==> config.mk <==
export PLATFORM = sky130hd
export DESIGN_NAME = ifetch_axil
export DESIGN_NICKNAME = d
export VERILOG_FILES = /design/src/rtl/ifetch_axil.sv
export SDC_FILE = /design/constraint.sdc
export NUM_CORES = 1
export LEC_CHECK = 0
export CORE_UTILIZATION = 45
export CTS_CLUSTER_SIZE = 16
export DETAILED_ROUTE_END_ITERATION = 6
export PLACE_DENSITY = 0.93
export SYNTH_ARGS = -nofsm -noshare
export SYNTH_HDL_FRONTEND = slang
export SYNTH_SLANG_ARGS = --single-unit
==> constraint.sdc <==
create_clock -name clk -period 5.4 [get_ports clk]
set_input_delay 1.08 -clock clk [delete_from_list [all_inputs] [get_ports clk]]
set_output_delay 1.08 -clock clk [all_outputs]
set_load 0.05 [all_outputs]
==> src/rtl/ifetch_axil.sv <==
// Instruction fetch unit with an AXI4-lite read master: one outstanding read, held until decode accepts it.
// Optional IFETCH_ERR_NOP_EN: error responses substitute NOP_INSTR and raise fetch_err.
module ifetch_axil #(
    parameter logic [31:0] RESET_PC  = 32'h0000_0000,
    parameter logic [31:0] NOP_INSTR = 32'h0000_0013
) (
    input  logic        clk,
    input  logic        reset,
    input  logic        pc_load,
    input  logic [31:0] pc_next,
    input  logic        instr_ready,
    output logic        instr_valid,
    output logic [31:0] instr,
    output logic [31:0] pc_out,
    output logic        fetch_err,
    output logic [31:0] m_araddr,
    output logic [2:0]  m_arprot,
    output logic        m_arvalid,
    input  logic        m_arready,
    input  logic [31:0] m_rdata,
    input  logic [1:0]  m_rresp,
    input  logic        m_rvalid,
    output logic        m_rready
);

    typedef enum logic [1:0] {IDLE, ADDR, DATA, HOLD} state_t;

    state_t      state;
    state_t      state_nxt;
    logic [31:0] pc;
    logic        rd_done;
    logic        issue_next;

    always_ff @(posedge clk) begin
        if (reset) begin
            state <= IDLE;
        end else begin
            state <= state_nxt;
        end
    end

    always_comb begin
        state_nxt = state;
        case (state)
            IDLE:    state_nxt = ADDR;
            ADDR:    if (m_arready)   state_nxt = DATA;
            DATA:    if (m_rvalid)    state_nxt = HOLD;
            HOLD:    if (instr_ready) state_nxt = ADDR;
            default: state_nxt = IDLE;
        endcase
    end

    assign m_arvalid   = (state == ADDR);
    assign m_rready    = (state == DATA);
    assign instr_valid = (state == HOLD);
    assign m_araddr    = {pc[31:2], 2'b00};
    assign m_arprot    = 3'b100;

    assign rd_done    = (state == DATA) && m_rvalid;
    assign issue_next = (state == HOLD) && instr_ready;

    always_ff @(posedge clk) begin
        if (reset) begin
            pc     <= RESET_PC;
            instr  <= '0;
            pc_out <= RESET_PC;
        end else begin
            if (rd_done) begin
                pc_out <= pc;
`ifdef IFETCH_ERR_NOP_EN
                instr  <= m_rresp[1] ? NOP_INSTR : m_rdata;
`else
                instr  <= m_rdata;
`endif
            end
            // pc only moves on leaving HOLD, so pc_out == pc while an instruction is presented
            if (issue_next) begin
                pc <= pc_load ? (pc_next & 32'hFFFF_FFFC) : pc + 32'd4;
            end
        end
    end

`ifdef IFETCH_ERR_NOP_EN
    always_ff @(posedge clk) begin
        if (reset) begin
            fetch_err <= 1'b0;
        end else if (rd_done) begin
            fetch_err <= m_rresp[1];
        end
    end
`else
    logic unused_rresp;
    assign unused_rresp = ^{m_rresp, NOP_INSTR};
    assign fetch_err    = 1'b0;
`endif

endmodule

# ---- Yosys cells after proc, flatten, opt, wreduce, memory -nomap -nowiden
# Cells that the tools add are included.
dict set report word_totals {
  wordCells 20
  reg_bits 98
}
dict set report op_classes {
  mux 5
  eq_ne 6
  reduce_logical 4
  add_sub_neg 1
}
# cell n
set ops {}
lappend ops {{32-bit by 3-bit adder with 32-bit output, second input constant} 1}
lappend ops {{32-bit two-way mux} 1}
lappend ops {{2-bit one-hot mux with 4 select lines} 1}
lappend ops {{2-bit two-way mux} 3}
lappend ops {{2-bit equality test, second input constant} 2}
lappend ops {{2-bit inequality test, second input constant} 2}
lappend ops {{3-bit AND reduction} 1}
lappend ops {{2-bit by 1-bit equality test with 1-bit output, second input constant} 1}
lappend ops {{1-bit logical AND} 2}
lappend ops {{2-bit zero test} 1}
lappend ops {{2-bit by 1-bit inequality test with 1-bit output, second input constant} 1}

# ---- Depth between registers and ports, before layout
# Gate-level depths: netlist (run 1).
dict set report logic_depth {
  depth_word 3
  ltp_mapped 7
}

# ---- Worst setup path after synthesis (run 1)
# No wires, ideal clock.
dict set report synth_timing {
  path_kind {register -> register}
  startpoint {register pc[2]}
  endpoint {register pc[30]}
  period_less_slack_ps 2430
  t_arrival_ps 2299
  setup_ps 130
  stages_incl_launch_ff 7
  slack_ps 2970
  required_ps 5270
  cell_sequence {dfxtp_1 ha_1 nand4_1 or4_1 nor4_1 mux2i_1 o22ai_1}
}
dict set report synth_via {
  elab_chain_len 2
}
# element line_no
set synth_rtl {}
lappend synth_rtl {{start: declaration} 30} ;# logic [31:0] pc;
lappend synth_rtl {{start signal: assignment} 78} ;# pc <= pc_load ? (pc_next & 32'hFFFF_FFFC) : pc + 32'd4;
lappend synth_rtl {{32-bit by 3-bit adder with 32-bit output} 78}
lappend synth_rtl {{32-bit two-way mux} 78}
# No other way between the ends.
# A chain may end at the register's enable or synchronous reset.

# ---- Final worst setup path (run 1)
dict set report layout_timing {
  startpoint {register pc[15]}
  endpoint {output port m_araddr[15]}
}
# element line_no
set layout_lines {}
lappend layout_lines {{end: declaration} 16} ;# output logic [31:0] m_araddr,
# No word-level cell between the ends.

==> run_results.csv, run 1 <==
group,metric,value,unit
clocking,post_cts_buffers,0,
placement,gpl.final_weighted_congestion,0.848,
setup_path,critPathArrivalTime,1810,ps
sta,count_of_final_hold_check_violations,0,
yosys,yosys_register_bits,94,
global_routing,first_pass_grt_wire_length,20400,um
setup_path,worst_path_dominant_cell_family,"buffers and inverters",
setup_path,cp-start-kind,"flip-flop",
placement,dpl.hpwl,8870,um
route,detail_route.first_pass.iterations,4,
clocking,cts.reportedPaths.clkPinSlew,90,ps
sta,setup_total_negative_slack,0,ps
yosys,synth.top_cells.by_area,"sky130_fd_sc_hd__dfxtp_1, sky130_fd_sc_hd__nand2_1, sky130_fd_sc_hd__a21oi_1, sky130_fd_sc_hd__clkbuf_1, sky130_fd_sc_hd__nor2_1",
final_layout,fill_cells,766,
sta,worst_slew_pin_slew,1160,ps
worst_hold_path,holdCritStartpoint,"pc_out[11]$_SDFFE_PP0P_",
clocking,cts_buffer_depth,2,
sta,max_freq,346,MHz
clocking,insertion_delay,360,ps
floorplan,fp.dieW,100,um
sta,timing.final.crit_share,53.5,%
setup_path,setup.reg_to_reg.worst_slack,2980,ps
worst_hold_path,hold_path_depth,2,
floorplan,boundaryPins,175,
setup_path,timing.critical_path.required,4320,ps
power_and_ir_drop,leakagePower,2.02,nW
setup_path,rr_worst_depth,6,
setup_path,cp-end-kind,"output pin",
worst_hold_path,hold_end,"pc_out[11]$_SDFFE_PP0P_",
yosys,synth-edff-count,0,
setup_path,r2r-end,"pc[26]$_SDFFE_PP0N_",
setup_path,maximum_single_stage_delay_on_the_critical_path,900,ps
final_layout,num_antenna_cells,0,
final_layout,finish.utilization,66.1,%
sta,max-slew-margin-rel,22.2,%
flow_run,drv_cap,0,
power_and_ir_drop,switching_power,0.642,mW
setup_path,r2r_start,"pc[2]$_SDFFE_PP0N_",
setup_path,cell_at_the_slowest_stage_of_the_critical_path,"sky130_fd_sc_hd__clkdlybuf4s50_1",
yosys,synth_cell_type_count,53,
setup_path,cp_num_cells,1,
route,drcViolationCount,0,
clocking,post_cts.resized_instances,0,
clocking,ctsRootBufferMaster,"sky130_fd_sc_hd__clkbuf_8",
global_routing,grt-ovfl-total,0,
final_layout,area_delta_synth_final,41.9,%
clocking,tritoncts_num_sinks,94,
yosys,ys.warnings.count,0,
clocking,cts_tree,"done",
power_and_ir_drop,vdd_ir_drop_max,0.167,mV
global_routing,global_route.usage.total,25.1,%
final_layout,layout-drive-gt1-share,4.67,%
floorplan,std_cell_rows,35,
sta,clock-skew-final,13.3,ps
route,drt-vias-per-instance,5.55,
floorplan,die_height,100,um
yosys,syn_area_per_cell,7.55,um2
route,drt.antenna.violating_nets,0,
setup_path,critical_path.max_fanout,11,
yosys,postSynthCellCount,573,
power_and_ir_drop,p_int,1.18,mW
yosys,mappedNetlistArea,4330,um2
global_routing,first_global_vias,4322,
global_routing,grt_antenna_before_repair,0,
placement,placement.io_buffers,162,
yosys,synth_common_cells,"sky130_fd_sc_hd__nand2_1, sky130_fd_sc_hd__dfxtp_1, sky130_fd_sc_hd__a21oi_1, sky130_fd_sc_hd__clkbuf_1, sky130_fd_sc_hd__nor2_1",
clocking,tritoncts.num_buffers,9,
sta,final-setup-viol-count,0,
run_status,run_status,"finished clean",
sta,grt_setup_unrepaired,"false",
setup_path,timing.critical_path.cells,"clkdlybuf4s50_1",
floorplan,core-area,9280,um2
final_layout,design.final.nets,777,
power_and_ir_drop,clock_power_share,29.1,%
setup_path,path_class,"flip-flop to output pin",
yosys,yosys_top_cell_area_share,43.5,%
yosys,postSynth.asyncResetShare,0,%
clocking,cts.hold.buffers_added,0,
global_routing,grt_max_degree,72,
setup_path,path_buf_inv,1,
clocking,cts_max_level,3,
power_and_ir_drop,pwr_density_cell,297,nW/um2
route,wire_per_inst,15.3,um
yosys,synth_top_cell_by_area,"sky130_fd_sc_hd__dfxtp_1",
floorplan,initial_utilization,46.6,%
sta,min_period,2890,ps
route,first_iter_violations,243,
power_and_ir_drop,power.share.switching,35.2,%
floorplan,design.die.area,10000,um2
worst_hold_path,hold_path_class,"flip-flop to flip-flop",
route,via_count,4637,
sta,timing_max_transition_violations_final,0,
yosys,ys.flop_type,"sky130_fd_sc_hd__dfxtp_1",
yosys,synthMostInstantiatedCell,"sky130_fd_sc_hd__nand2_1",
route,total_wirelength,12800,um
power_and_ir_drop,sequential_fraction_of_design_power,43.0,%
yosys,seq_area_frac_synth,43.5,%
power_and_ir_drop,comb_power_share,27.9,%
-- metal layers --
| metal | up-vias | routed length [um] | part of all wire (%) | global-route usage, % |
|---|---|---|---|---|
| met2 | 225 | 6270 | 49 | 43.5 |
| li1 | 2225 | - | - | - |
| met3 | 29 | 1150 | 9.0 | 6.69 |
| met5 | - | 0 | 0 | 0 |
| met4 | 0 | 248 | 1.9 | 8.58 |
| met1 | 2158 | 5130 | 40 | 30.2 |
-- layout make-up --
cell class	instances	area (um2)	share of cell area [%]
clock inverters	7	105	1.71
clock buffers	9	124	2.02
inverters	9	33.8	0.550
repair buffers	165	1630	26.6
flip-flops and latches	94	1880	30.7
multi-input cells	422	2200	35.8
well taps	129	161	2.63
-- power by group through the flow --
stage / sequential, mW / clock [mW] / combinational (mW)
3_5_place_dp: 0.799 / 0 / 0.509
4_1_cts: 0.782 / 0.541 / 0.510
3_3_place_gp: 0.795 / 0 / 0.491
5_1_grt: 0.790 / 0.567 / 0.544
2_1_floorplan: 0.926 / 0 / 0.206
6_report: 0.783 / 0.531 / 0.509
-- through the flow --
step | power (mW) | hold slack [ps] | cells | setup slack, ps | cell area (um2)
finish | 1.82 | 458 | 835 | 2510 | 6140
global route | 1.90 | 484 | 835 | 2400 | 6140
CTS | 1.83 | 460 | 835 | 2490 | 6140
detailed placement | 1.31 | 448 | 819 | 2290 | 5910
global placement | 1.29 | 442 | 819 | 2390 | 5910
floorplan | 1.13 | 509 | 579 | 2970 | 4350
-- flip-flops by register name, summed over array words and instances (netlist names) --
| register | flops |
|---|---|
| instr | 32 |
| pc | 30 |
| pc_out | 30 |
| state | 2 |
-- cell usage in the layout, fill, tap and decap left out, types with 3 or more instances in the layout --
| cell type | synthesis | routed |
|---|---|---|
| sky130_fd_sc_hd__ha_1 | 4 | 4 |
| sky130_fd_sc_hd__nand2_1 | 148 | 147 |
| sky130_fd_sc_hd__nand4_1 | 9 | 9 |
| sky130_fd_sc_hd__or4_1 | 4 | 4 |
| sky130_fd_sc_hd__dfxtp_1 | 94 | 94 |
| sky130_fd_sc_hd__nor4_1 | 8 | 8 |
| sky130_fd_sc_hd__a21oi_1 | 85 | 85 |
| sky130_fd_sc_hd__clkbuf_8 | 0 | 9 |
| sky130_fd_sc_hd__nor2_1 | 33 | 33 |
| sky130_fd_sc_hd__nand2b_1 | 3 | 3 |
| sky130_fd_sc_hd__o31ai_1 | 6 | 6 |
| sky130_fd_sc_hd__inv_1 | 9 | 9 |
| sky130_fd_sc_hd__a211oi_1 | 6 | 6 |
| sky130_fd_sc_hd__and4_1 | 6 | 6 |
| sky130_fd_sc_hd__a22oi_1 | 5 | 5 |
| sky130_fd_sc_hd__nand3_1 | 14 | 14 |
| sky130_fd_sc_hd__clkdlybuf4s50_1 | 0 | 160 |
| sky130_fd_sc_hd__buf_4 | 8 | 3 |
| sky130_fd_sc_hd__o21bai_1 | 3 | 3 |
| sky130_fd_sc_hd__and3_1 | 7 | 7 |
| sky130_fd_sc_hd__conb_1 | 2 | 8 |
| sky130_fd_sc_hd__mux2i_1 | 7 | 7 |
| sky130_fd_sc_hd__o22ai_1 | 6 | 6 |
| sky130_fd_sc_hd__o41ai_1 | 3 | 3 |
| sky130_fd_sc_hd__o21ai_0 | 12 | 12 |
| sky130_fd_sc_hd__nor3_1 | 7 | 7 |
| sky130_fd_sc_hd__a31oi_1 | 4 | 4 |
-- logic make-up (layout without fill, tap and decap cells) --
group / count (synthesis) / count (layout) / share of synthesized area [%]
flops: 94 / 94 / 43.5
mux: 9 / 9 / 2.14
compound gates: 146 / 146 / 19.8
buf+inv: 63 / 190 / 6.25
fa+ha+maj: 4 / 4 / 1.16
other cells: 2 / 8 / 0.174
simple gates: 255 / 255 / 27.0
-- worst max path at each step --
stage,startpoint,endpoint
5_1_grt,instr_ready,pc[20]$_SDFFE_PP0N_
2_1_floorplan,pc[2]$_SDFFE_PP0N_,pc[30]$_SDFFE_PP0N_
6_report,pc[15]$_SDFFE_PP0N_,m_araddr[15]
3_3_place_gp,instr_ready,pc[22]$_SDFFE_PP0N_
4_1_cts,pc[15]$_SDFFE_PP0N_,m_araddr[15]
3_5_place_dp,instr_ready,pc[22]$_SDFFE_PP0N_
No activity file was read; power rests on OpenSTA's default activity.
==> run 2: changes to the inputs <==
--- a/config.mk
+++ b/config.mk
@@ -5,10 +5,10 @@
 export SDC_FILE = /design/constraint.sdc
 export NUM_CORES = 1
 export LEC_CHECK = 0
-export CORE_UTILIZATION = 45
+export CORE_UTILIZATION = 43
 export CTS_CLUSTER_SIZE = 16
 export DETAILED_ROUTE_END_ITERATION = 6
-export PLACE_DENSITY = 0.93
+export PLACE_DENSITY = 0.9
 export SYNTH_ARGS = -nofsm -noshare
 export SYNTH_HDL_FRONTEND = slang
 export SYNTH_SLANG_ARGS = --single-unit
==> constraint.sdc (replaced) <==
create_clock -name clk -period 3 [get_ports clk]
set_input_delay 0.6 -clock clk [delete_from_list [all_inputs] [get_ports clk]]
set_output_delay 0.6 -clock clk [all_outputs]
set_load 0.05 [all_outputs]
==> run 2 against run 1 <==
Against the previous run: via count fell by 0.19%; sequential power rose by 80%; register-to-register slack worse by 2500 ps; largest power group unchanged; flip-flop and latch count is the same; count of clock-buffer cells in the layout unchanged; combinational power increased by 85%.
==> run_results.csv, run 2 (synthesis gave the netlist of run 1 again) <==
group,metric,value,unit
clocking,tritoncts_num_sinks,94,
final_layout,finish.utilization,63.4,%
route,drcViolationCount,0,
setup_path,critical_path.max_fanout,7,
route,first_iter_violations,216,
final_layout,layout-drive-gt1-share,6.01,%
final_layout,fill_cells,841,
floorplan,die_height,102,um
sta,worst_slew_pin_slew,1040,ps
setup_path,setup.reg_to_reg.worst_slack,490,ps
final_layout,layout.cells.most_common_list,"sky130_fd_sc_hd__clkdlybuf4s50_1, sky130_fd_sc_hd__nand2_1, sky130_fd_sc_hd__dfxtp_1",
final_layout,most_common_library_cell_in_the_layout_ignoring_fill_and_taps,"sky130_fd_sc_hd__clkdlybuf4s50_1",
global_routing,grt_max_degree,63,
floorplan,core-area,9770,um2
final_layout,largest_reg_flops,32,
flow_run,drv_cap,0,
sta,grt_setup_unrepaired,"false",
floorplan,boundaryPins,175,
final_layout,design.final.nets,787,
sta,final-setup-viol-count,0,
clocking,cts.reportedPaths.clkPinSlew,100,ps
clocking,post_cts_buffers,0,
run_status,run_status,"finished clean",
global_routing,grt-ovfl-total,0,
placement,dpl.hpwl,9300,um
sta,setup_total_negative_slack,0,ps
route,detail_route.first_pass.iterations,5,
setup_path,critPathArrivalTime,2750,ps
setup_path,worst_path_dominant_cell_family,"simple AND/OR/NAND/NOR gates",
setup_path,path_buf_inv,0,
route,wire_per_inst,15.1,um
placement,gpl.final_weighted_congestion,0.872,
clocking,post_cts.resized_instances,0,
clocking,cts_buffer_depth,2,
setup_path,cp-start-kind,"flip-flop",
route,drt.antenna.violating_nets,0,
sta,count_of_final_hold_check_violations,0,
sta,timing.hold.ws,457,ps
power_and_ir_drop,pwr_density_cell,512,nW/um2
final_layout,num_antenna_cells,0,
placement,placement.io_buffers,162,
clocking,ctsRootBufferMaster,"sky130_fd_sc_hd__clkbuf_8",
final_layout,reg_with_most_ffs,"instr",
sta,clock-skew-final,17.4,ps
global_routing,grt_antenna_before_repair,0,
clocking,cts_max_level,3,
setup_path,timing.critical_path.cells,"ha_1 -> nand4_1 -> or4_1 -> nor4_1 -> mux2i_1 -> o22ai_1",
power_and_ir_drop,leakagePower,2.05,nW
sta,max-slew-margin-rel,30.8,%
worst_hold_path,hold_path_class,"flip-flop to flip-flop",
global_routing,global_route.usage.total,24.1,%
route,via_count,4628,
clocking,insertion_delay,360,ps
clocking,tritoncts.num_buffers,9,
placement,placement.cell_area,6000,um2
setup_path,timing.critical_path.required,3240,ps
clocking,cts.hold.buffers_added,0,
clocking,cts_tree,"done",
sta,min_period,2510,ps
final_layout,area_delta_synth_final,43.2,%
final_layout,largest_registers,"instr x32, pc x30, pc_out x30",
setup_path,cell_at_the_slowest_stage_of_the_critical_path,"sky130_fd_sc_hd__or4_1",
power_and_ir_drop,design_power_total,3.17,mW
final_layout,postLayoutCellArea,6190,um2
power_and_ir_drop,vdd_ir_drop_max,0.307,mV
route,total_wirelength,12800,um
global_routing,first_global_vias,4199,
setup_path,maximum_single_stage_delay_on_the_critical_path,690,ps
setup_path,cp-end-kind,"flip-flop",
route,drt-vias-per-instance,5.45,
global_routing,first_pass_grt_wire_length,19900,um
floorplan,fp.dieW,102,um
sta,max_freq,399,MHz
sta,timing_max_transition_violations_final,0,
floorplan,design.die.area,10500,um2
floorplan,std_cell_rows,36,
floorplan,initial_utilization,44.3,%
sta,timing.final.crit_share,83.6,%
setup_path,path_class,"flip-flop to flip-flop",
==> run 2: changes by cell type in the layout (fill, tap and decap cells not counted) <==
cell / change
sky130_fd_sc_hd__bufinv_16: -2
sky130_fd_sc_hd__inv_6: -1
sky130_fd_sc_hd__buf_4: +9
sky130_fd_sc_hd__buf_12: +1
sky130_fd_sc_hd__inv_8: +1
sky130_fd_sc_hd__clkinv_4: +2
==> run 2: worst paths after layout <==
path	startpoint	end	cells past startpoint
worst max-delay path	pc[3]$_SDFFE_PP0N_	pc[30]$_SDFFE_PP0N_	6
worst min-delay path	instr[30]$_SDFFE_PP0P_	instr[30]$_SDFFE_PP0P_	2
worst min register to register	instr[30]$_SDFFE_PP0P_	instr[30]$_SDFFE_PP0P_	2
worst max register to register	pc[3]$_SDFFE_PP0N_	pc[30]$_SDFFE_PP0N_	6
==> run 2: routing by layer <==
metal	vias to the layer above	GRT usage [%]	share of wire, %
li1	2251	-	-
met1	2153	29.6	41
met2	198	41.8	50
met3	26	4.58	7.2
met4	0	9.23	2.4
met5	-	0	0
==> run 2: cell type report <==
| type | instances | area, um2 | share of cell area [%] |
|---|---|---|---|
| Inverter | 9 | 33.8 | 0.546 |
| Tap cell | 133 | 166 | 2.69 |
| Multi-Input combinational cell | 422 | 2200 | 35.5 |
| Clock inverter | 7 | 65.1 | 1.05 |
| Timing Repair Buffer | 175 | 1720 | 27.8 |
| Clock buffer | 9 | 124 | 2.00 |
| Sequential cell | 94 | 1880 | 30.4 |
==> run 2: power by group <==
part | total, mW | internal, mW | switching, mW
Clock | 0.817 | 0.320 | 0.497
Sequential | 1.41 | 1.33 | 0.0824
Combinational | 0.941 | 0.335 | 0.606
==> run 2: worst min-delay path, cell delays in order, from the launching register on <==
cell	delay [ps]
sky130_fd_sc_hd__dfxtp_1	320
sky130_fd_sc_hd__nand2_1	50
sky130_fd_sc_hd__a21oi_1	50
==> run 2: through the flow <==
step           setup WS, ps  instances
2_1_floorplan           570        579
3_3_place_gp            675        833
3_5_place_dp            556        833
4_1_cts                 529        849
5_1_grt                 351        849
6_report                491        849
==> run 3: changes to the inputs <==
--- a/config.mk
+++ b/config.mk
@@ -5,10 +5,10 @@
 export SDC_FILE = /design/constraint.sdc
 export NUM_CORES = 1
 export LEC_CHECK = 0
-export CORE_UTILIZATION = 43
+export CORE_UTILIZATION = 39
 export CTS_CLUSTER_SIZE = 16
 export DETAILED_ROUTE_END_ITERATION = 6
-export PLACE_DENSITY = 0.9
+export PLACE_DENSITY = 0.86
 export SYNTH_ARGS = -nofsm -noshare
 export SYNTH_HDL_FRONTEND = slang
 export SYNTH_SLANG_ARGS = --single-unit
==> constraint.sdc (replaced) <==
create_clock -name clk -period 2.3 [get_ports clk]
set_input_delay 0.46 -clock clk [delete_from_list [all_inputs] [get_ports clk]]
set_output_delay 0.46 -clock clk [all_outputs]
set_load 0.05 [all_outputs]
==> run 3 against run 2 <==
Against the previous run: clock power is 30% higher; wire length is 1.4% higher; sequential power is 30% higher; count of clock-buffer cells in the layout stayed put; register-to-register slack worse by 350 ps; core utilization is 5.0 points lower; flip-flop and latch count stayed put; global-route usage is 1.4 points lower; highest routed layer unchanged.
==> run_results.csv, run 3 (synthesis gave the netlist of run 1 again) <==
group,metric,value,unit
run_status,run_status,"finished clean",
global_routing,grt-ovfl-total,0,
final_layout,area_delta_synth_final,46.3,%
final_layout,design.final.nets,796,
sta,grt_setup_unrepaired,"false",
sta,clock-skew-final,12.6,ps
setup_path,path_buf_inv,1,
sta,worst_slew_pin_slew,710,ps
final_layout,most_common_library_cell_in_the_layout_ignoring_fill_and_taps,"sky130_fd_sc_hd__clkdlybuf4s50_1",
floorplan,std_cell_rows,38,
setup_path,maximum_single_stage_delay_on_the_critical_path,870,ps
clocking,ctsRootBufferMaster,"sky130_fd_sc_hd__clkbuf_8",
placement,placement.io_buffers,162,
setup_path,timing.critical_path.required,1840,ps
route,drt.antenna.violating_nets,0,
setup_path,cp-end-kind,"output pin",
setup_path,timing.critical_path.cells,"clkdlybuf4s50_1",
setup_path,rr_worst_depth,6,
route,drt-vias-per-instance,5.35,
global_routing,gr-usage-met2,40.0,%
final_layout,num_antenna_cells,0,
global_routing,met3_use_gr,4.96,%
sta,min_period,2230,ps
floorplan,die_height,107,um
route,drcViolationCount,0,
setup_path,r2r_start,"pc[2]$_SDFFE_PP0N_",
route,first_iter_violations,362,
setup_path,setup.reg_to_reg.worst_slack,140,ps
final_layout,reg_with_most_ffs,"instr",
clocking,cts_buffer_depth,2,
global_routing,global_route.usage.total,22.8,%
global_routing,grt_max_degree,69,
route,total_wirelength,13000,um
global_routing,global_route.peak_usage_layer,"met2",
sta,final-setup-viol-count,0,
setup_path,cp_num_cells,1,
sta,max-slew-margin-rel,52.7,%
final_layout,largest_registers,"instr x32, pc x30, pc_out x30",
worst_hold_path,hold_path_class,"flip-flop to flip-flop",
final_layout,layout.cells.most_common_list,"sky130_fd_sc_hd__clkdlybuf4s50_1, sky130_fd_sc_hd__nand2_1, sky130_fd_sc_hd__dfxtp_1",
power_and_ir_drop,switching_power,1.55,mW
setup_path,path_class,"flip-flop to output pin",
clocking,cts.reportedPaths.clkPinSlew,110,ps
flow_run,drv_cap,0,
floorplan,design.die.area,11500,um2
power_and_ir_drop,design_power_total,4.15,mW
placement,dpl.hpwl,9260,um
sta,count_of_final_hold_check_violations,0,
power_and_ir_drop,comb_power_share,30.4,%
clocking,cts_tree,"done",
setup_path,r2r-end,"pc[22]$_SDFFE_PP0N_",
setup_path,crit_end,"m_araddr[30]",
setup_path,critPathArrivalTime,1770,ps
clocking,tritoncts.num_buffers,9,
setup_path,cell_at_the_slowest_stage_of_the_critical_path,"sky130_fd_sc_hd__clkdlybuf4s50_1",
setup_path,critical_path.max_fanout,7,
route,detail_route.first_pass.iterations,7,
clocking,insertion_delay,370,ps
route,via_count,4625,
floorplan,boundaryPins,175,
clocking,tritoncts_num_sinks,94,
power_and_ir_drop,leakagePower,2.20,nW
final_layout,layout-drive-gt1-share,8.14,%
global_routing,first_pass_grt_wire_length,20900,um
sta,max_freq,449,MHz
power_and_ir_drop,pwr_density_cell,656,nW/um2
setup_path,cp-start-kind,"flip-flop",
final_layout,largest_reg_flops,32,
global_routing,first_global_vias,4326,
placement,gpl.final_weighted_congestion,0.858,
power_and_ir_drop,sequential_fraction_of_design_power,44.0,%
sta,setup_total_negative_slack,0,ps
power_and_ir_drop,vdd_ir_drop_max,0.362,mV
setup_path,critical_path.startpoint,"pc[30]$_SDFFE_PP0N_",
sta,timing.final.crit_share,96.9,%
power_and_ir_drop,p_int,2.60,mW
power_and_ir_drop,clock_power_share,25.6,%
power_and_ir_drop,power.share.switching,37.3,%
floorplan,fp.dieW,107,um
floorplan,core-area,10800,um2
sta,timing_max_transition_violations_final,0,
global_routing,groute.layer.met1.usage,27.7,%
floorplan,initial_utilization,39.9,%
clocking,cts_max_level,3,
clocking,cts.hold.buffers_added,0,
setup_path,worst_path_dominant_cell_family,"buffers and inverters",
route,wire_per_inst,15.0,um
global_routing,grt_antenna_before_repair,0,
-- run 3: changes by cell type in the layout (fill, tap and decap cells not counted) --
cell and delta:
sky130_fd_sc_hd__buf_12 +3, sky130_fd_sc_hd__buf_2 -1, sky130_fd_sc_hd__buf_4 +7, sky130_fd_sc_hd__clkdlybuf4s50_1 -6, sky130_fd_sc_hd__clkinv_4 -1, sky130_fd_sc_hd__dfxtp_1 -7, sky130_fd_sc_hd__dfxtp_2 +7, sky130_fd_sc_hd__dlygate4sd2_1 +1
sky130_fd_sc_hd__dlymetal6s2s_1 +5, sky130_fd_sc_hd__inv_6 +2, sky130_fd_sc_hd__inv_8 -1
-- run 3: what timing repair did --
item	CTS	global route
setup endpoints to repair	1	5
setup buffers	0	0
hold endpoints to repair	0	0
gates resized for setup	1	5
-- run 3: through the flow --
step | hold slack [ps] | worst slack [ps] | util [%] | cells | cell area [um2]
floorplan | 509 | 1.23 | - | 579 | 4360
finish | 458 | 70.5 | 58.4 | 865 | 6330
detailed placement | 446 | 176 | 56.5 | 849 | 6130
global placement | 442 | 229 | 56.5 | 849 | 6130
global route | 476 | 8.17 | 58.4 | 865 | 6330
CTS | 459 | 4.43 | 58.2 | 865 | 6310
-- run 3: final cells by class --
class / instances / area (um2)
inverter: 9 / 33.8
clock buffer: 9 / 124
multi-input combinational: 422 / 2200
sequential: 94 / 1890
clock inverter: 7 / 62.6
tap: 140 / 175
fill: 952 / 4510
timing repair buffer: 184 / 1840
-- run 3: per-layer routing --
metal | vias up | routed length [um]
li1 | 2265 | -
met1 | 2120 | 5450
met2 | 219 | 6400
met3 | 21 | 954
met4 | 0 | 214
met5 | - | 0
-- run 3: worst min path at each step --
stage                                       start  cells past startpoint                 endpoint
after floorplan             state[1]$_SDFFE_PP0P_                      2    state[1]$_SDFFE_PP0P_
after global routing      pc_out[11]$_SDFFE_PP0P_                      2  pc_out[11]$_SDFFE_PP0P_
after global placement    pc_out[22]$_SDFFE_PP0P_                      2  pc_out[22]$_SDFFE_PP0P_
final                     pc_out[11]$_SDFFE_PP0P_                      2  pc_out[11]$_SDFFE_PP0P_
after detailed placement  pc_out[28]$_SDFFE_PP0P_                      2  pc_out[28]$_SDFFE_PP0P_
after CTS                 pc_out[11]$_SDFFE_PP0P_                      2  pc_out[11]$_SDFFE_PP0P_
-- run 3: power by group through the flow --
stage / Sequential, mW / Combinational, mW / Clock (mW)
6_report: 1.83 / 1.26 / 1.06
5_1_grt: 1.84 / 1.35 / 1.15
4_1_cts: 1.83 / 1.27 / 1.09
2_1_floorplan: 2.18 / 0.484 / 0
3_5_place_dp: 1.86 / 1.27 / 0
3_3_place_gp: 1.85 / 1.24 / 0
